### src/rtl/truth_table_sweeper_if.sv
// ---------------------------------------------------------------------------
// truth_table_sweeper_if
//   Bundles the sweep handshake and the data seen by the truth-table sweeper.
//   The control/stimulus side (bench or top-level FSM, plus the block under
//   exercise that returns f_in) uses the master modport. The sweeper itself
//   uses the slave modport.
//
//   Signals:
//     start        sweep request (accepted only while the sweeper is idle)
//     f_in         output of the combinational block under exercise
//     exp_table    expected truth table, bit i = expected f for vector i
//     x_out        input vector driven to the block
//     busy         high while a sweep is running
//     done         one-cycle completion pulse
//     table_out    captured truth table, bit i = f_in sampled for vector i
//     mismatch_cnt number of bits where table_out differs from exp_table
//     first_fail   lowest failing vector index
//     fail         at least one mismatch
// ---------------------------------------------------------------------------
interface truth_table_sweeper_if #(
    parameter int N_IN = 4
);
    localparam int NV = 1 << N_IN;

    logic            start;
    logic            f_in;
    logic [NV-1:0]   exp_table;
    logic [N_IN-1:0] x_out;
    logic            busy;
    logic            done;
    logic [NV-1:0]   table_out;
    logic [N_IN:0]   mismatch_cnt;
    logic [N_IN-1:0] first_fail;
    logic            fail;

    modport master (
        output start, f_in, exp_table,
        input  x_out, busy, done, table_out, mismatch_cnt, first_fail, fail
    );

    modport slave (
        input  start, f_in, exp_table,
        output x_out, busy, done, table_out, mismatch_cnt, first_fail, fail
    );
endinterface

### src/rtl/truth_table_sweeper.sv
// ---------------------------------------------------------------------------
// truth_table_sweeper
//   Walks an N_IN-input combinational block through all 2^N_IN input vectors
//   in ascending order. Each vector is held for SETTLE+1 cycles and f_in is
//   sampled on the last edge of that window into table_out.
//
//   Optional feature (macro SWEEP_COMPARE_EN): when defined, the captured
//   table is compared with exp_table as the sweep finishes, producing
//   mismatch_cnt, first_fail and fail. When undefined those outputs are tied
//   to 0 and exp_table is ignored.
//
//   Ports:
//     clk  - single clock, rising edge
//     rst  - synchronous active-high reset
//     bus  - truth_table_sweeper_if.slave (start/f_in/exp_table in,
//            x_out/busy/done/table_out/compare results out)
// ---------------------------------------------------------------------------
module truth_table_sweeper #(
    parameter int N_IN   = 4,
    parameter int SETTLE = 1
) (
    input  logic                  clk,
    input  logic                  rst,
    truth_table_sweeper_if.slave  bus
);
    localparam int NV = 1 << N_IN;
    // Settle counter only needs to reach SETTLE; keep at least one bit.
    localparam int CW = (SETTLE > 0) ? $clog2(SETTLE + 1) : 1;
    localparam logic [CW-1:0]   SETTLE_C = CW'(SETTLE);
    localparam logic [N_IN-1:0] LAST_IDX = '1;

    typedef enum logic [1:0] {
        S_IDLE,
        S_RUN,
        S_DONE
    } state_t;

    state_t          r_state;
    logic [N_IN-1:0] r_idx;
    logic [CW-1:0]   r_cnt;
    logic [N_IN-1:0] r_x_out;
    logic            r_busy;
    logic            r_done;
    logic [NV-1:0]   r_table;

    logic w_sample;
    logic w_last_vec;

    assign w_sample   = (r_cnt == SETTLE_C);
    assign w_last_vec = (r_idx == LAST_IDX);

`ifdef SWEEP_COMPARE_EN
    logic [N_IN:0]   r_mcnt;
    logic [N_IN-1:0] r_first_fail;
    logic            r_fail;

    // Final table as it will look after the closing sample, so the compare
    // result is available in the same cycle as done.
    logic [NV-1:0]   w_final_table;
    logic [NV-1:0]   w_diff;
    logic [N_IN:0]   w_pop;
    logic [N_IN-1:0] w_lowest;

    genvar gi;
    generate
        for (gi = 0; gi < NV; gi++) begin : g_diff
            assign w_final_table[gi] = (r_idx == N_IN'(gi)) ? bus.f_in : r_table[gi];
            assign w_diff[gi]        = w_final_table[gi] ^ bus.exp_table[gi];
        end
    endgenerate

    // Scan from the top down so the last assignment leaves the lowest index.
    always_comb begin
        w_pop    = '0;
        w_lowest = '0;
        for (int i = NV - 1; i >= 0; i--) begin
            if (w_diff[i]) begin
                w_pop    = w_pop + (N_IN + 1)'(1);
                w_lowest = N_IN'(i);
            end
        end
    end

    assign bus.mismatch_cnt = r_mcnt;
    assign bus.first_fail   = r_first_fail;
    assign bus.fail         = r_fail;
`else
    logic w_unused_exp;
    assign w_unused_exp     = ^bus.exp_table;
    assign bus.mismatch_cnt = '0;
    assign bus.first_fail   = '0;
    assign bus.fail         = 1'b0;
`endif

    always_ff @(posedge clk) begin
        if (rst) begin
            r_state <= S_IDLE;
            r_idx   <= '0;
            r_cnt   <= '0;
            r_x_out <= '0;
            r_busy  <= 1'b0;
            r_done  <= 1'b0;
            r_table <= '0;
`ifdef SWEEP_COMPARE_EN
            r_mcnt       <= '0;
            r_first_fail <= '0;
            r_fail       <= 1'b0;
`endif
        end else begin
            case (r_state)
                S_IDLE: begin
                    r_busy  <= 1'b0;
                    r_done  <= 1'b0;
                    r_x_out <= '0;
                    if (bus.start) begin
                        r_table <= '0;
                        r_idx   <= '0;
                        r_cnt   <= '0;
                        r_busy  <= 1'b1;
                        r_state <= S_RUN;
`ifdef SWEEP_COMPARE_EN
                        r_mcnt       <= '0;
                        r_first_fail <= '0;
                        r_fail       <= 1'b0;
`endif
                    end
                end

                S_RUN: begin
                    if (!w_sample) begin
                        r_cnt <= r_cnt + 1'b1;
                    end else begin
                        r_table[r_idx] <= bus.f_in;
                        r_cnt          <= '0;
                        if (w_last_vec) begin
                            r_busy  <= 1'b0;
                            r_done  <= 1'b1;
                            r_x_out <= '0;
                            r_state <= S_DONE;
`ifdef SWEEP_COMPARE_EN
                            r_mcnt       <= w_pop;
                            r_first_fail <= w_lowest;
                            r_fail       <= (w_pop != '0);
`endif
                        end else begin
                            r_idx   <= r_idx + 1'b1;
                            r_x_out <= r_idx + 1'b1;
                        end
                    end
                end

                S_DONE: begin
                    r_done  <= 1'b0;
                    r_state <= S_IDLE;
                end

                default: begin
                    r_state <= S_IDLE;
                end
            endcase
        end
    end

    assign bus.x_out     = r_x_out;
    assign bus.busy      = r_busy;
    assign bus.done      = r_done;
    assign bus.table_out = r_table;
endmodule

### src/flat_wrapper.sv
// flat-port wrapper written by rule: the top's interface ports become plain ports
module truth_table_sweeper_flat 
#(
    parameter int N_IN   = 4,
    parameter int SETTLE = 1
)
  (clk, rst, bus_start, bus_f_in, bus_exp_table, bus_x_out, bus_busy, bus_done, bus_table_out, bus_mismatch_cnt, bus_first_fail, bus_fail);
  truth_table_sweeper_if #(.N_IN(N_IN)) bus_i ();
  input  logic clk;
  input  logic rst;
  input wire logic [$bits(bus_i.start)-1:0] bus_start;
  input wire logic [$bits(bus_i.f_in)-1:0] bus_f_in;
  input wire logic [$bits(bus_i.exp_table)-1:0] bus_exp_table;
  output wire logic [$bits(bus_i.x_out)-1:0] bus_x_out;
  output wire logic [$bits(bus_i.busy)-1:0] bus_busy;
  output wire logic [$bits(bus_i.done)-1:0] bus_done;
  output wire logic [$bits(bus_i.table_out)-1:0] bus_table_out;
  output wire logic [$bits(bus_i.mismatch_cnt)-1:0] bus_mismatch_cnt;
  output wire logic [$bits(bus_i.first_fail)-1:0] bus_first_fail;
  output wire logic [$bits(bus_i.fail)-1:0] bus_fail;
  assign bus_i.start = bus_start;
  assign bus_i.f_in = bus_f_in;
  assign bus_i.exp_table = bus_exp_table;
  assign bus_x_out = bus_i.x_out;
  assign bus_busy = bus_i.busy;
  assign bus_done = bus_i.done;
  assign bus_table_out = bus_i.table_out;
  assign bus_mismatch_cnt = bus_i.mismatch_cnt;
  assign bus_first_fail = bus_i.first_fail;
  assign bus_fail = bus_i.fail;
  truth_table_sweeper #(.N_IN(N_IN), .SETTLE(SETTLE)) u_core (.clk(clk), .rst(rst), .bus(bus_i));
endmodule
### config.mk
export PLATFORM = sky130hd
export DESIGN_NAME = truth_table_sweeper_flat
export DESIGN_NICKNAME = d
export VERILOG_FILES = /design/src/rtl/truth_table_sweeper_if.sv /design/src/rtl/truth_table_sweeper.sv /design/src/flat_wrapper.sv
export SDC_FILE = /design/constraint.sdc
export NUM_CORES = 1
export LEC_CHECK = 0
export CAP_MARGIN = 20
export CORE_ASPECT_RATIO = 1.2
export CORE_MARGIN = 2
export CORE_UTILIZATION = 50
export DETAILED_ROUTE_END_ITERATION = 16
export PLACE_DENSITY = 0.89
export SETUP_SLACK_MARGIN = 0.3
export SYNTH_ARGS = -nofsm -noshare
export SYNTH_HDL_FRONTEND = slang
export SYNTH_SLANG_ARGS = --single-unit
### constraint.sdc
create_clock -name clk -period 2.5 [get_ports clk]
set_input_delay 0.5 -clock clk [delete_from_list [all_inputs] [get_ports clk]]
set_output_delay 0.5 -clock clk [all_outputs]
set_load 0.02 [all_outputs]
==> results of run 1 <==
[per-layer routing]
| metal | GRT usage | share of wire | up-vias |
|---|---|---|---|
| li1 | - | - | 721 |
| met3 | 0.0660 | 0.079 | 8 |
| met4 | 0.0982 | 0.012 | 0 |
| met1 | 0.225 | 0.43 | 681 |
| met2 | 0.322 | 0.48 | 72 |
| met5 | 0 | 0 | - |
[logic make-up (layout without fill, tap and decap cells)]
group,after synthesis,in the layout,share of synthesized area
AOI/OAI and AO/OA,57,57,0.221
xor gates and xnor gates,2,2,0.0107
adders and majority gates,4,4,0.0305
buffers and inverters,39,44,0.151
DFF,29,29,0.354
muxes,1,1,0.0137
other,1,10,0.00228
and+or+nand+nor,62,62,0.217
[worst paths after layout]
kind | from | end | slack (ns) | cells past startpoint
hold reg to reg | u_core.bus.busy$_SDFFE_PP0P_ | u_core.bus.busy$_SDFFE_PP0P_ | 0.46 | 2
setup reg to reg | u_core.r_idx[0]$_SDFFE_PP0P_ | u_core.bus.busy$_SDFFE_PP0P_ | 0.80 | 4
setup / recovery | u_core.bus.table_out[7]$_SDFFE_PP0P_ | bus_table_out[7] | 0.68 | 1
hold / removal | u_core.bus.busy$_SDFFE_PP0P_ | u_core.bus.busy$_SDFFE_PP0P_ | 0.46 | 2
[per-stage QoR]
stage          setup WS, ns  instance area, um^2
4_1_cts               0.414                 1830
3_5_place_dp          0.423                 1780
3_3_place_gp          0.495                 1780
6_report              0.677                 1840
2_1_floorplan          1.19                 1680
5_1_grt               0.607                 1840
[power by group]
| group | switching [mW] | internal, mW | leakage, nW |
|---|---|---|---|
| logic | 0.0539 | 0.0250 | 0.327 |
| clock network | 0.168 | 0.132 | 0.0314 |
| registers | 0.00818 | 0.466 | 0.234 |
| total | 0.230 | 0.624 | 0.592 |
[flip-flops by register name (all words and copies together), names as in the netlist]
name,cells
u_core.bus.table_out,16
u_core.bus.done,1
u_core.r_cnt,1
u_core.bus.busy,1
u_core.r_idx,4
u_core.bus.x_out,4
u_core.r_state,2
[area by class of cell]
class,instances,area [um^2]
clock buffer,7,55.1
tap,36,45.0
inverter,7,26.3
sequential,29,581
timing repair buffer,30,288
fill,285,1270
multi-input combinational,136,847
[worst min-delay path: cells and delay by family, from the launching register on]
| kind | cells | cell delay [ns] |
|---|---|---|
| simple gates | 1 | 0.05 |
| compound gates | 1 | 0.05 |
| flops | 1 | 0.32 |
[cell usage in the layout (no fill, tap or decap), drive strengths merged, types with 5 or more instances in the layout]
master,count
inv,7
nand3,29
clkdlybuf4s50,25
nand2,8
o21ai,18
a31oi,15
conb,10
dfxtp,29
a21oi,8
clkbuf,7
nand3b,8
buf,5
==> results by group, run 1 <==
Status
  – Run status: finished clean

Worst setup path
  – CP cell instances: clkdlybuf4s50_1
  – Crit path max-delay family: buffers and inverters
  – WP data required: about 2 ns
  – CP Capture Type: output pin
  – Max FO, Critical Path: 3
  – Worst Setup Start Kind: flip-flop
  – CP max stage delay: 0.61 ns
  – CP max-delay cell: clkdlybuf4s50_1
  – Critical Path AT: between 1 and 1.5 ns
  – Crit Path Class: flip-flop to output pin
  – Buffer and inverter count on the worst path: 1

Layout
  – Layout cells sized above 1: 0.0813
  – Final net count: 233
  – ANT cells: 0
  – End-of-flow core utilization: 0.592
  – Area growth from synthesis to layout: 12.2%
  – Final non-filler cell total: between 200 and 250

Yosys
  – Main area contributors after synthesis: dfxtp_1 (35%), nand3_1 (8.8%), buf_4 (6.4%)
  – Cell Area, Synth: between 1500 and 2000 um^2
  – Top FF cell, synth: dfxtp_1
  – EDFF count, synth: 0
  – Mean Syn Cell Area: between 8 and 9 um^2
  – Cells after synthesis: a little under 200
  – Fraction of registers with async set/reset: 0
  – Commonest cells in the netlist: dfxtp_1 (29), nand3_1 (29), o21ai_0 (16)
  – Yosys cell types: 39
  – Synth warn: 0
  – Top cell type's share of synthesized area: 0.354
  – #FFs+latches synth: 29
  – Synth area leader: dfxtp_1
  – Sequential area share after synthesis: 0.354

Timing
  – Final hold viol count: 0
  – Final Cycle Share: 0.729
  – Clk_skew: approximately 0.0084 ns
  – Slew headroom: 0.649
  – Max Freq: 549 MHz
  – Final Max Tran Viols: 0
  – Final setup fails: 0
  – RSZ-0062 raised after global routing: false
  – Total Neg Setup Slack: 0 ns
  – Period minus WS final: 1.82 ns
  – Hold_ws: 0.458 ns
  – Least-Margin Pin Slew: slightly above 0.5 ns

Route
  – Drt via density: about 6
  – Detailed Routing Iterations Pass 1: 5
  – Final antenna-violating net count: 0
  – DR WL/cell: between 10 and 15 um
  – Vias: between 1000 and 1500
  – First-iteration detailed-routing DRC count: between 90 and 100
  – Total wire length: between 3000 and 4000 um
  – DRC: 0

Global routing
  – Initial antenna violation count: 0
  – First-pass GRT wire length: roughly 5700 um
  – Vias in the first global route: 1318
  – Largest net degree at the start of global routing: 29
  – All-layer global routing usage: 0.195
  – Total gr overflow: 0

Placed design
  – HPWL after DPL: about 2200 um
  – Placed Cells: between 200 and 250
  – Port Buffers: 25
  – GPL Wtd Cong: roughly 0.86

Min path
  – Hold crit path type: flip-flop to flip-flop

Clock tree
  – Clk_lat worst skew: ~0.34 ns
  – CTS Hold Buffers Added: 0
  – Longest Clk Path Bufs: 2
  – Post-cts gate resize count: 0
  – Clock slew at reported path FFs: around 0.09 ns
  – Clock sink count: 29
  – Root buf cell: clkbuf_4
  – Htree depth: 2
  – CTS tree: done
  – CTS Buf Count: 5
  – Post-CTS setup buffer count: 0

Floorplan
  – Row count: 22
  – Initial Utilization: 0.528
  – Boundary pin count: 52
  – Die ar.: 3760 um^2
  – Die Width: between 50 and 60 um
  – Chip height: 66.8 um
  – Core area: slightly above 3000 um^2

Pwr
  – Total power: about 0.85 mW
  – PD cells: approximately 460 nW/um^2
  – VDD IR-drop max: slightly below 0.5 mV
  – Leakage: 0.592 nW

Job
  – Max_cap viols: 0
Power figures use the tool's default switching activity.
==> run 2, diff against run 1 <==
--- a/config.mk
+++ b/config.mk
@@ -8,9 +8,9 @@
 export CAP_MARGIN = 20
 export CORE_ASPECT_RATIO = 1.2
 export CORE_MARGIN = 2
-export CORE_UTILIZATION = 50
+export CORE_UTILIZATION = 42
 export DETAILED_ROUTE_END_ITERATION = 16
-export PLACE_DENSITY = 0.89
+export PLACE_DENSITY = 0.8
 export SETUP_SLACK_MARGIN = 0.3
 export SYNTH_ARGS = -nofsm -noshare
 export SYNTH_HDL_FRONTEND = slang
==> constraint.sdc (replaced) <==
create_clock -name clk -period 1.45 [get_ports clk]
set_input_delay 0.29 -clock clk [delete_from_list [all_inputs] [get_ports clk]]
set_output_delay 0.29 -clock clk [all_outputs]
set_load 0.02 [all_outputs]
==> run 2 against run 1 <==
Net effect:
- largest cell class unchanged
- clock-buffer cell count did not move
- via count is 12% higher
- critical path depth grew 3
==> results by group, run 2 (synthesis gave the netlist of run 1 again) <==
Timing
  – RSZ-0062 raised after global routing: true
  – Period minus WS final: between 1 and 1.5 ns
  – Final Cycle Share: 0.908
  – Final WS setup: 0.134 ns (-0.544 ns)
  – Final Max Tran Viols: 0 (unchanged)
  – Final setup fails: 0 (unchanged)
  – Clk_skew: 0.0103 ns (+0.00194 ns)
  – Final hold viol count: 0 (unchanged)
  – Max Freq: about 760 MHz

Route
  – DR WL/cell: 16.3 um (+16%)
  – First-iteration detailed-routing DRC count: 69 (-24%)
  – Vias: 1662 (+12%)
  – Detailed Routing Iterations Pass 1: 5 (unchanged)
  – DRC: 0 (unchanged)
  – Final antenna-violating net count: 0 (unchanged)
  – Drt via density: 5.87 (-2.9%)
  – Total wire length: 4620 um (+34%)

Layout
  – Final non-filler cell total: 283 (+16%)
  – Final Instance Area: 2280 um^2 (+24%)
  – Max FFs per register: 16 (unchanged)
  – ANT cells: 0 (unchanged)
  – Layout cells sized above 1: 0.416 (+0.334)
  – Most frequent cells in the layout: nand3_1 (21), dfxtp_1 (21), buf_2 (19), buf_4 (16), a31oi_1 (14)
  – Final net count: 254 (+9.0%)
  – Area growth from synthesis to layout: 39.0%

Placed design
  – GPL Wtd Cong: 0.826 (-4.3%)
  – Port Buffers: 25 (unchanged)
  – DP Area: 1960 um^2 (+10%)
  – Setup WS pre-CTS: -0.103 ns (-0.527 ns)
  – HPWL after DPL: 2590 um (+16%)
  – Placed Cells: 263 (+11%)

Floorplan
  – Die ar.: 4430 um^2 (+18%)
  – Chip height: 72.5 um (+8.6%)
  – Die Width: 61.1 um (+8.5%)
  – Row count: 24 (+9.1%)
  – Core area: 3690 um^2 (+19%)
  – Initial Utilization: 0.444 (-0.0833)
  – Boundary pin count: 52 (unchanged)

Min path
  – Hold crit path type: flip-flop to flip-flop

Global routing
  – All-layer global routing usage: 0.209 (+0.0141)
  – First-pass GRT wire length: 6870 um (+20%)
  – Vias in the first global route: 1438 (+9.1%)
  – Initial antenna violation count: 0 (unchanged)
  – Total gr overflow: 0 (unchanged)
  – Largest net degree at the start of global routing: 28 (-3.4%)

Status
  – Run status: finished clean

Clock tree
  – Root buf cell: clkbuf_8
  – Clock sink count: 29 (unchanged)
  – CTS tree: done
  – Clock slew at reported path FFs: 0.07 ns (-0.02 ns)
  – Htree depth: 2 (unchanged)
  – Longest Clk Path Bufs: 2 (unchanged)
  – Clk_lat worst skew: 0.29 ns (-0.05 ns)
  – CTS Buf Count: 5 (unchanged)

Job
  – Max_cap viols: 0 (unchanged)

Worst setup path
  – CP Capture Type: flip-flop
  – Max FO, Critical Path: 8 (+5)
  – Crit Path Class: flip-flop to flip-flop
  – WP data required: 1.65 ns (-0.35 ns)
  – Worst Setup Start Kind: flip-flop
  – Critical Path AT: 1.52 ns (+0.20 ns)

Pwr
  – VDD IR-drop max: 0.508 mV (+3.2%)
  – PD cells: 837 nW/um^2 (+81%)
  – Leakage: 0.836 nW (+41%)
[run 2: cell type report]
cell class	instances	area, um^2
fillers	317	1410
multi-input cells	136	1020
flip-flops and latches	29	603
repair buffers	51	454
clock buffers	7	86.3
well taps	52	65.1
clock inverters	1	30.0
inverters	7	26.3
[run 2: final timing paths]
path / from / endpoint / slack (ns) / cells after the start
setup / recovery: u_core.r_state[0]$_SDFFE_PP0P_ / u_core.bus.table_out[0]$_SDFFE_PP0P_ / 0.13 / 4
hold / removal: u_core.bus.busy$_SDFFE_PP0P_ / u_core.bus.busy$_SDFFE_PP0P_ / 0.45 / 2
setup reg to reg: u_core.r_state[0]$_SDFFE_PP0P_ / u_core.bus.table_out[0]$_SDFFE_PP0P_ / 0.13 / 4
hold reg to reg: u_core.bus.busy$_SDFFE_PP0P_ / u_core.bus.busy$_SDFFE_PP0P_ / 0.45 / 2
[run 2: through the flow]
step	hold WS, ns	setup TNS [ns]	utilization	total power [mW]
4_1_cts	0.458	0	0.580	1.90
6_report	0.450	0	0.618	1.91
3_3_place_gp	0.443	-0.913	0.530	1.00
3_5_place_dp	0.449	-1.02	0.530	1.00
2_1_floorplan	0.472	0	-	0.976
5_1_grt	0.488	0	0.618	1.97
[run 2: per-layer routing]
layer / track usage / vias up / wire length, um
met2: 0.348 / 76 / 2310
met1: 0.247 / 804 / 1830
met3: 0.0481 / 17 / 291
met5: 0 / - / 0
li1: - / 765 / -
met4: 0.101 / 0 / 181
[run 2: critical path, stage by stage, from the launching register on]
cell and delay (ns):
dfxtp_4 0.40, mux2i_4 0.36, clkbuf_16 0.23, o21ai_0 0.08, a31oi_1 0.16
[run 2: power breakdown]
part	total [mW]	switching, mW	internal (mW)	leakage (nW)
clock network	0.888	0.328	0.560	0.0585
registers	0.813	0.0138	0.800	0.239
logic	0.210	0.122	0.0871	0.538
total	1.91	0.464	1.45	0.836
[run 2: timing repair]
item,CTS,global route
setup buffers,9,1
gates cloned,1,1
setup endpoints to repair,50,33
resized for setup,110,38
pin swaps,13,21
hold buffers,0,0
